==> config.mk <==
export PLATFORM = sky130hd
export DESIGN_NAME = sectionalizer_ctrl
export DESIGN_NICKNAME = d
export VERILOG_FILES = /design/src/rtl/sectionalizer_pkg.sv /design/src/rtl/sect_wait_timer.sv /design/src/rtl/sectionalizer_ctrl.sv
export SDC_FILE = /design/constraint.sdc
export NUM_CORES = 1
export LEC_CHECK = 0
export ABC_CLOCK_PERIOD_IN_PS = 2680
export CORE_UTILIZATION = 53
export CTS_BUF_LIST = sky130_fd_sc_hd__clkbuf_16
export CTS_CLUSTER_DIAMETER = 150
export CTS_CLUSTER_SIZE = 20
export DETAILED_ROUTE_END_ITERATION = 12
export GPL_ROUTABILITY_DRIVEN = 0
export PLACE_DENSITY_LB_ADDON = 0.3
export SLEW_MARGIN = 0
export SYNTH_ARGS = -nofsm -noshare
export SYNTH_HDL_FRONTEND = slang
export SYNTH_SLANG_ARGS = --single-unit
export TNS_END_PERCENT = 5
==> constraint.sdc <==
create_clock -name clk -period 2.68 [get_ports clk]
set_input_delay 0.536 -clock clk [delete_from_list [all_inputs] [get_ports clk]]
set_output_delay 0.536 -clock clk [all_outputs]
set_load 0.01 [all_outputs]
==> src/rtl/sectionalizer_pkg.sv <==
// Shared state encoding, widths and default parameters for the sectionalizer controller.
package sectionalizer_pkg;

  localparam int DEF_NUM_CH   = 600;
  localparam int DEF_INIT_CYC = 600;
  localparam int DEF_STEP_CYC = 4;
  localparam int DEF_DONE_TMO = 15;

  localparam int ADDR_W  = 10;
  localparam int PHASE_W = 2;
  localparam int TMR_W   = 16;

  localparam logic [PHASE_W-1:0] FINAL_PHASE = 2'd3;

  typedef enum logic [2:0] {
    ST_INIT,
    ST_IDLE,
    ST_START,
    ST_WAIT,
    ST_SYNC
  } sect_state_e;

endpackage

==> src/rtl/sect_wait_timer.sv <==
// Loadable down-counter; expired_o marks the last counted cycle, idle_o means nothing is loaded.
module sect_wait_timer
  import sectionalizer_pkg::*;
#(
  parameter int W = TMR_W
) (
  input  logic         clk_i,
  input  logic         rst_i,
  input  logic         load_i,
  input  logic [W-1:0] value_i,
  output logic         expired_o,
  output logic         idle_o
);

  logic [W-1:0] cnt_q, cnt_d;

  always_comb begin
    cnt_d = cnt_q;
    if (load_i) begin
      cnt_d = value_i;
    end else if (cnt_q != '0) begin
      cnt_d = cnt_q - 1'b1;
    end
  end

  always_ff @(posedge clk_i or posedge rst_i) begin
    if (rst_i) begin
      cnt_q <= '0;
    end else begin
      cnt_q <= cnt_d;
    end
  end

  assign expired_o = (cnt_q == W'(1));
  assign idle_o    = (cnt_q == '0);

endmodule

==> src/rtl/sectionalizer_ctrl.sv <==
// Sequences one input bit per channel into the sectionalizer datapath and reports
// final-phase decisions; one shared timer covers the init wait, step wait and done timeout.
module sectionalizer_ctrl
  import sectionalizer_pkg::*;
#(
  parameter int NUM_CH   = DEF_NUM_CH,
  parameter int INIT_CYC = DEF_INIT_CYC,
  parameter int STEP_CYC = DEF_STEP_CYC,
  parameter int DONE_TMO = DEF_DONE_TMO
) (
  input  logic               clk,
  input  logic               reset,
  input  logic               in_valid,
  input  logic               in_bit,
  output logic               in_ready,
  output logic               sect_start,
  output logic [ADDR_W-1:0]  sect_addr,
  output logic               sect_ibits,
  output logic               sect_synclk,
  input  logic               sect_done,
  input  logic               sect_obits,
  output logic               sect_rst_n,
  output logic               out_valid,
  output logic               out_bit,
  output logic [ADDR_W-1:0]  out_addr,
  output logic [PHASE_W-1:0] phase,
  output logic               tmo_err
);

  // Zero-length waits would never expire, so they are stretched to one cycle.
  localparam logic [ADDR_W-1:0] LAST_CH   = ADDR_W'(NUM_CH - 1);
  localparam logic [TMR_W-1:0]  INIT_LOAD = TMR_W'(INIT_CYC);
  localparam logic [TMR_W-1:0]  STEP_LOAD = TMR_W'((STEP_CYC < 1) ? 1 : STEP_CYC);
  localparam logic [TMR_W-1:0]  TMO_LOAD  = TMR_W'((DONE_TMO < 1) ? 1 : DONE_TMO);

  sect_state_e        state_q, state_d;
  logic [ADDR_W-1:0]  chan_q, chan_d;
  logic [PHASE_W-1:0] phase_q, phase_d;
  logic               ibits_q, ibits_d;
  logic               outValid_q, outValid_d;
  logic               outBit_q, outBit_d;
  logic [ADDR_W-1:0]  outAddr_q, outAddr_d;
  logic               tmo_q, tmo_d;

  logic               tmrLoad;
  logic [TMR_W-1:0]   tmrValue;
  logic               tmrExpired;
  logic               tmrIdle;
  logic               finalPhase;
  logic               advance;

  assign finalPhase = (phase_q == FINAL_PHASE);

  sect_wait_timer #(
    .W (TMR_W)
  ) u_timer (
    .clk_i     (clk),
    .rst_i     (reset),
    .load_i    (tmrLoad),
    .value_i   (tmrValue),
    .expired_o (tmrExpired),
    .idle_o    (tmrIdle)
  );

  always_comb begin
    state_d    = state_q;
    chan_d     = chan_q;
    phase_d    = phase_q;
    ibits_d    = ibits_q;
    outValid_d = 1'b0;
    outBit_d   = outBit_q;
    outAddr_d  = outAddr_q;
    tmo_d      = tmo_q;
    tmrLoad    = 1'b0;
    tmrValue   = STEP_LOAD;
    advance    = 1'b0;

    unique case (state_q)
      ST_INIT: begin
        // The timer is still empty on the first cycle out of reset; arm it once.
        if (INIT_CYC == 0 || tmrExpired) begin
          state_d = ST_IDLE;
        end else if (tmrIdle) begin
          tmrLoad  = 1'b1;
          tmrValue = INIT_LOAD;
        end
      end
      ST_IDLE: begin
        if (in_valid) begin
          ibits_d = in_bit;
          state_d = ST_START;
        end
      end
      ST_START: begin
        tmrLoad  = 1'b1;
        tmrValue = finalPhase ? TMO_LOAD : STEP_LOAD;
        state_d  = ST_WAIT;
      end
      ST_WAIT: begin
        if (finalPhase) begin
          if (sect_done) begin
            outValid_d = 1'b1;
            outBit_d   = sect_obits;
            outAddr_d  = chan_q;
            advance    = 1'b1;
          end else if (tmrExpired) begin
            tmo_d   = 1'b1;
            advance = 1'b1;
          end
        end else if (tmrExpired) begin
          advance = 1'b1;
        end
      end
      ST_SYNC: begin
        chan_d  = '0;
        phase_d = phase_q + 1'b1;
        state_d = ST_IDLE;
      end
      default: state_d = ST_INIT;
    endcase

    if (advance) begin
      if (chan_q < LAST_CH) begin
        chan_d  = chan_q + 1'b1;
        state_d = ST_IDLE;
      end else begin
        state_d = ST_SYNC;
      end
    end
  end

  always_ff @(posedge clk or posedge reset) begin
    if (reset) begin
      state_q    <= ST_INIT;
      chan_q     <= '0;
      phase_q    <= '0;
      ibits_q    <= 1'b0;
      outValid_q <= 1'b0;
      outBit_q   <= 1'b0;
      outAddr_q  <= '0;
      tmo_q      <= 1'b0;
    end else begin
      state_q    <= state_d;
      chan_q     <= chan_d;
      phase_q    <= phase_d;
      ibits_q    <= ibits_d;
      outValid_q <= outValid_d;
      outBit_q   <= outBit_d;
      outAddr_q  <= outAddr_d;
      tmo_q      <= tmo_d;
    end
  end

  assign in_ready    = (state_q == ST_IDLE);
  assign sect_start  = (state_q == ST_START);
  assign sect_synclk = (state_q == ST_SYNC);
  assign sect_addr   = chan_q;
  assign sect_ibits  = ibits_q;
  assign sect_rst_n  = ~reset;
  assign out_valid   = outValid_q;
  assign out_bit     = outBit_q;
  assign out_addr    = outAddr_q;
  assign phase       = phase_q;
  assign tmo_err     = tmo_q;

endmodule

# [Word-level counts from Yosys, hierarchy flattened]
# Index checks and enable logic that the tools add are counted.
# W data, S select, Z words.
[op_classes] n_bitwise=2 magnitude_cmp=1 add_sub_neg=3 n_eq_ne=9 reduce_logical=8 n_mux=24
[op_table] cell="$mux W10" n=5
[op_table] cell="$mux W16" n=2
[op_table] cell="$pmux W10 S2" n=1
[op_table] cell="$eq A16 B1 Y1 const B" n=1
[op_table] cell="$logic_not A16 Y1" n=1
[op_table] cell="$reduce_bool A16 Y1" n=1
[op_table] cell="$sub A16 B1 Y16 const B" n=1
[op_table] cell="$pmux W3 S5" n=1
[op_table] cell="$mux W3" n=4
[op_table] cell="$add A10 B1 Y10 const B" n=1
[op_table] cell="$lt A10 B10 Y1 const B" n=1
[op_table] cell="$mux W1" n=9
[op_table] cell="$eq A3 B2 Y1 const B" n=2
[op_table] cell="$reduce_and A3 Y1" n=2
[op_table] cell="$mux W4" n=1
[op_table] cell="$reduce_and A4 Y1" n=1
[op_table] cell="$eq A3 B1 Y1 const B" n=1
[op_table] cell="$eq A3 B3 Y1 const B" n=1
[op_table] cell="$logic_not A3 Y1" n=1
[op_table] cell="$ne A3 B2 Y1 const B" n=1
[op_table] cell="$ne A3 B3 Y1 const B" n=1
[op_table] cell="$add A2 B1 Y2 const B" n=1
[op_table] cell="$eq A2 B2 Y1 const B" n=1
[op_table] cell="$ne A2 B2 Y1 const B" n=1
[op_table] cell="4 further kinds" n=5
[totals] register_bits=45 input_bits=6 wordCells=56

# [Longest topological paths before layout]
[depth] ltp_word=7 depth_mapped=8 mapped_depth_nobuf=8

# [Hierarchy]
# A second synthesis with hierarchy kept.
[hier_totals] cells_unflattened=235 hier_area_um2=2412.3
[by_module_without_submodules] module="sectionalizer_ctrl" cells_per_inst=129 n_inst=1 seq_area_each_um2=725.7 area_each_um2=1388.8
[by_module_without_submodules] module="sect_wait_timer" cells_per_inst=106 n_inst=1 seq_area_each_um2=400.4 area_each_um2=1023.5

# [Worst setup path before layout]
# No wires, ideal clock.
[synth_path] path_type="input to output" from="in reset" to="out sect_rst_n" path_slack_ps=617 path_buffers=0 required_time_ps=2144 path_stages=1 arrival_time_ps=1527 cell_sequence="inv_1"
[synth_via] elab_chain_cells=1
[synth_rtl] item="start, declared" line="sectionalizer_ctrl.sv:12" source="input logic reset,"
[synth_rtl] item="$not A1 Y1" line="sectionalizer_ctrl.sv:159" source="assign sect_rst_n = ~reset;"
[synth_rtl] item="end, declared" line="sectionalizer_ctrl.sv:22" source="output logic sect_rst_n,"
# Every way passes these cells.

# [Worst setup path in the final report]
[layout_path] from="reg state_q[0]" to="out sect_synclk"
[layout_via] elab_chain_cells=1
[layout_rtl] item="start, declared" line="sectionalizer_ctrl.sv:36" source="sect_state_e state_q, state_d;"
[layout_rtl] item="start signal, assigned" line="sectionalizer_ctrl.sv:143" source="state_q <= state_d;"
[layout_rtl] item="$eq A3 B3 Y1" line="sectionalizer_ctrl.sv:156" source="assign sect_synclk = (state_q == ST_SYNC);"
[layout_rtl] item="end, declared" line="sectionalizer_ctrl.sv:19" source="output logic sect_synclk,"
# Every way passes these cells.

==> results.ini <==
[sta]
rsz0062_at_grt = no
finalSetupTns_ns = 0
timing.hold.ws_ns = 0.4743
finalSetupViolCount = 0
drv_slew = 0
worst_pin_slew_ns = 0.5553
slew_headroom_pct = 62.98
min_period_over_period_pct = 86.00
fin_ws_ns = 0.3752
final-hold-violation-count = 0
layout_min_cycle_time_ns = 2.305
timing.fmax_mhz = 433.9
skew_ns = 0.004855

[clock_network]
cts_buffers = 5
cts_setup_buffers = 0
root_buffer = clkbuf_16
cts.hold.buffers_added = 0
clock_sinks = 45
clockBufferDepth = 2
clk_pin_slew_worst_paths_ns = 0.06
cts_tree = yes
ctsHtreeMaxLevel = 2
clk_latency_ns = 0.29
cts_resized = 0

[logic_synthesis]
synth_edf_count = 0
async_flop_share_pct = 100.0
yosysWarnings = 0
postSynthAreaPerCell_um2 = 9.258
synth_compound_area_share_pct = 10.03
synth_area_leaders = dfrtp_1, nand2_1, xnor2_1
syn_area_um2 = 2296
synth_top_family_by_area = simple AND/OR/NAND/NOR gates
syn_nets = 259
yosys.area.top_type_share_pct = 49.05
synth_xor_area_share_pct = 5.722
synth_ff_type = dfrtp_1
post_synth_mux_area_share_pct = 0.9264
yosysTopAreaCell = dfrtp_1
ys_seq_area_share_pct = 49.05
synth_seq_cells = 45
synth.distinct_cells = 43
yosys.area_share.simple_pct = 27.90
postSynthCellCount = 248
synth_fa_ha_area_share_pct = 2.725

[die]
die_y_um = 67.82
coreArea_um2 = 4086
start_util_pct = 56.18
io_pins = 36
die_area_um2 = 4599
rows = 23
die_x_um = 67.82

[critical_path]
crit_path_max_fanout = 8
endpoint_kind = output port
worst_setup_path_start_kind = flip-flop
critPathArrivalTime_ns = 1.77
required_ns = 2.14
worstSetupEndpoint = sect_synclk
r2r-start = u_timer.cnt_q[1]
r2r-end = sect_addr[7]
ff2ff_setup_slack_ns = 0.43
crit_type = flip-flop to output port
cp-startpoint = state_q[0]
reg2reg_depth = 7

[place]
io_buffers = 35
dpl.hpwl_um = 3460
place_ws_ns = 0.4309
place_area_um2 = 2719

[pwr]
p_leak_nw = 1.290
ir_worst_vdd_uv = 454.7
powerDensity_nw_per_um2 = 824.2

[worst_hold_path]
hold_depth = 2
hp-class = flip-flop to flip-flop

[layout]
layout-drive-gt1-share_pct = 7.317
final_util_pct = 69.99
mostFrequentLayoutCells = nand2_1, dfrtp_1, clkdlybuf4s50_1, nor2_1
nNetsFinal = 298
layout_commonest_cell = nand2_1
postLayoutCellArea_um2 = 2860
synthToLayoutAreaGrowth_pct = 24.58
antennaDiodeCount = 0

[global_routing]
grt-ovfl-total = 0
grt_usage_pct = 24.81
antenna_found_initial = 0
grt_start_max_net_pins = 46
grt_pass1_vias = 1813
grt_pass1_wl_um = 8286

[drt]
final_antenna_net_count = 0
num_vias = 1899
route.detailed.drc = 0
routedWlPerCell_um = 14.63
first_pass_iters = 4
drt-initial-drc-count = 129
post_drt_via_cell_ratio = 5.635
wirelength_um = 4930

[run_status]
outcome = complete, no violations

[job]
cap_violations = 0

how the worst min path moves through the flow:
stage	from	to	slack (ns)
after global placement	out_addr[0]	out_addr[0]	0.46
after detailed placement	out_addr[4]	out_addr[4]	0.46
after global routing	out_addr[7]	out_addr[7]	0.51
after floorplan	tmo_err	tmo_err	0.50
after CTS	out_addr[4]	out_addr[4]	0.48
final	out_addr[4]	out_addr[4]	0.47
state kept, by name, indices dropped and copies added, names as in the netlist:
| signal | flops |
|---|---|
| u_timer.cnt_q | 16 |
| state_q | 3 |
| tmo_err | 1 |
| sect_addr | 10 |
| out_addr | 10 |
| phase | 2 |
| out_bit | 1 |
| sect_ibits | 1 |
| out_valid | 1 |
where the power goes:
part	switching, mW	total, mW	internal, mW
clock network	0.255	0.596	0.341
logic	0.410	0.777	0.367
registers	0.173	0.984	0.811
total	0.838	2.36	1.52
kinds of logic (layout without fill, tap and decap cells):
logic type | after synthesis | in the layout
AOI/OAI and AO/OA | 33 | 33
xor gates and xnor gates | 15 | 15
adders and majority gates | 5 | 5
buffers and inverters | 22 | 61
DFF | 45 | 45
muxes | 2 | 2
and+or+nand+nor | 126 | 126
area by class of cell:
| class | count | area, um2 |
|---|---|---|
| well taps | 50 | 62.56 |
| flip-flops and latches | 45 | 1126 |
| clock buffers | 5 | 125.1 |
| inverters | 13 | 48.80 |
| multi-input cells | 181 | 1086 |
| fillers | 351 | 1226 |
| clock inverters | 2 | 16.27 |
| repair buffers | 41 | 395.4 |
cells in the mapped netlist, types with 2 or more instances:
master and n:
o31ai_1 3, clkbuf_1 8, a21oi_1 7, nand3b_1 3, dfrtp_1 45, nor2b_1 2, xor2_1 4, nand4_1 4
o21ai_0 12, nand2_1 53, xnor2_1 11, or3_1 3, and2_1 2, inv_1 13, nor3_1 11, nand3_1 11
or4_1 5, nor4_4 2, nor2_1 20, ha_1 5, nor4b_1 2
per-stage QoR:
step | std cells | power, mW
after detailed placement | 330 | 1.772
after global routing | 337 | 2.509
after CTS | 337 | 2.374
after floorplan | 248 | 1.534
final | 337 | 2.357
after global placement | 330 | 1.747
critical path: stages, from the launching register on:
cell and delay (ns):
dfrtp_1 0.46, nor2_1 0.13, nand2_1 0.07, inv_1 0.23
clkdlybuf4s50_1 0.59
routing by layer:
metal	wire (um)	vias up	part of all wire, %	GRT usage [%]
li1	-	929	-	-
met4	108	0	2.2	12.24
met3	228	10	4.6	4.667
met1	2222	919	45	32.32
met5	0	-	0	0
met2	2371	41	48	39.60
Power figures use the tool's default switching activity.
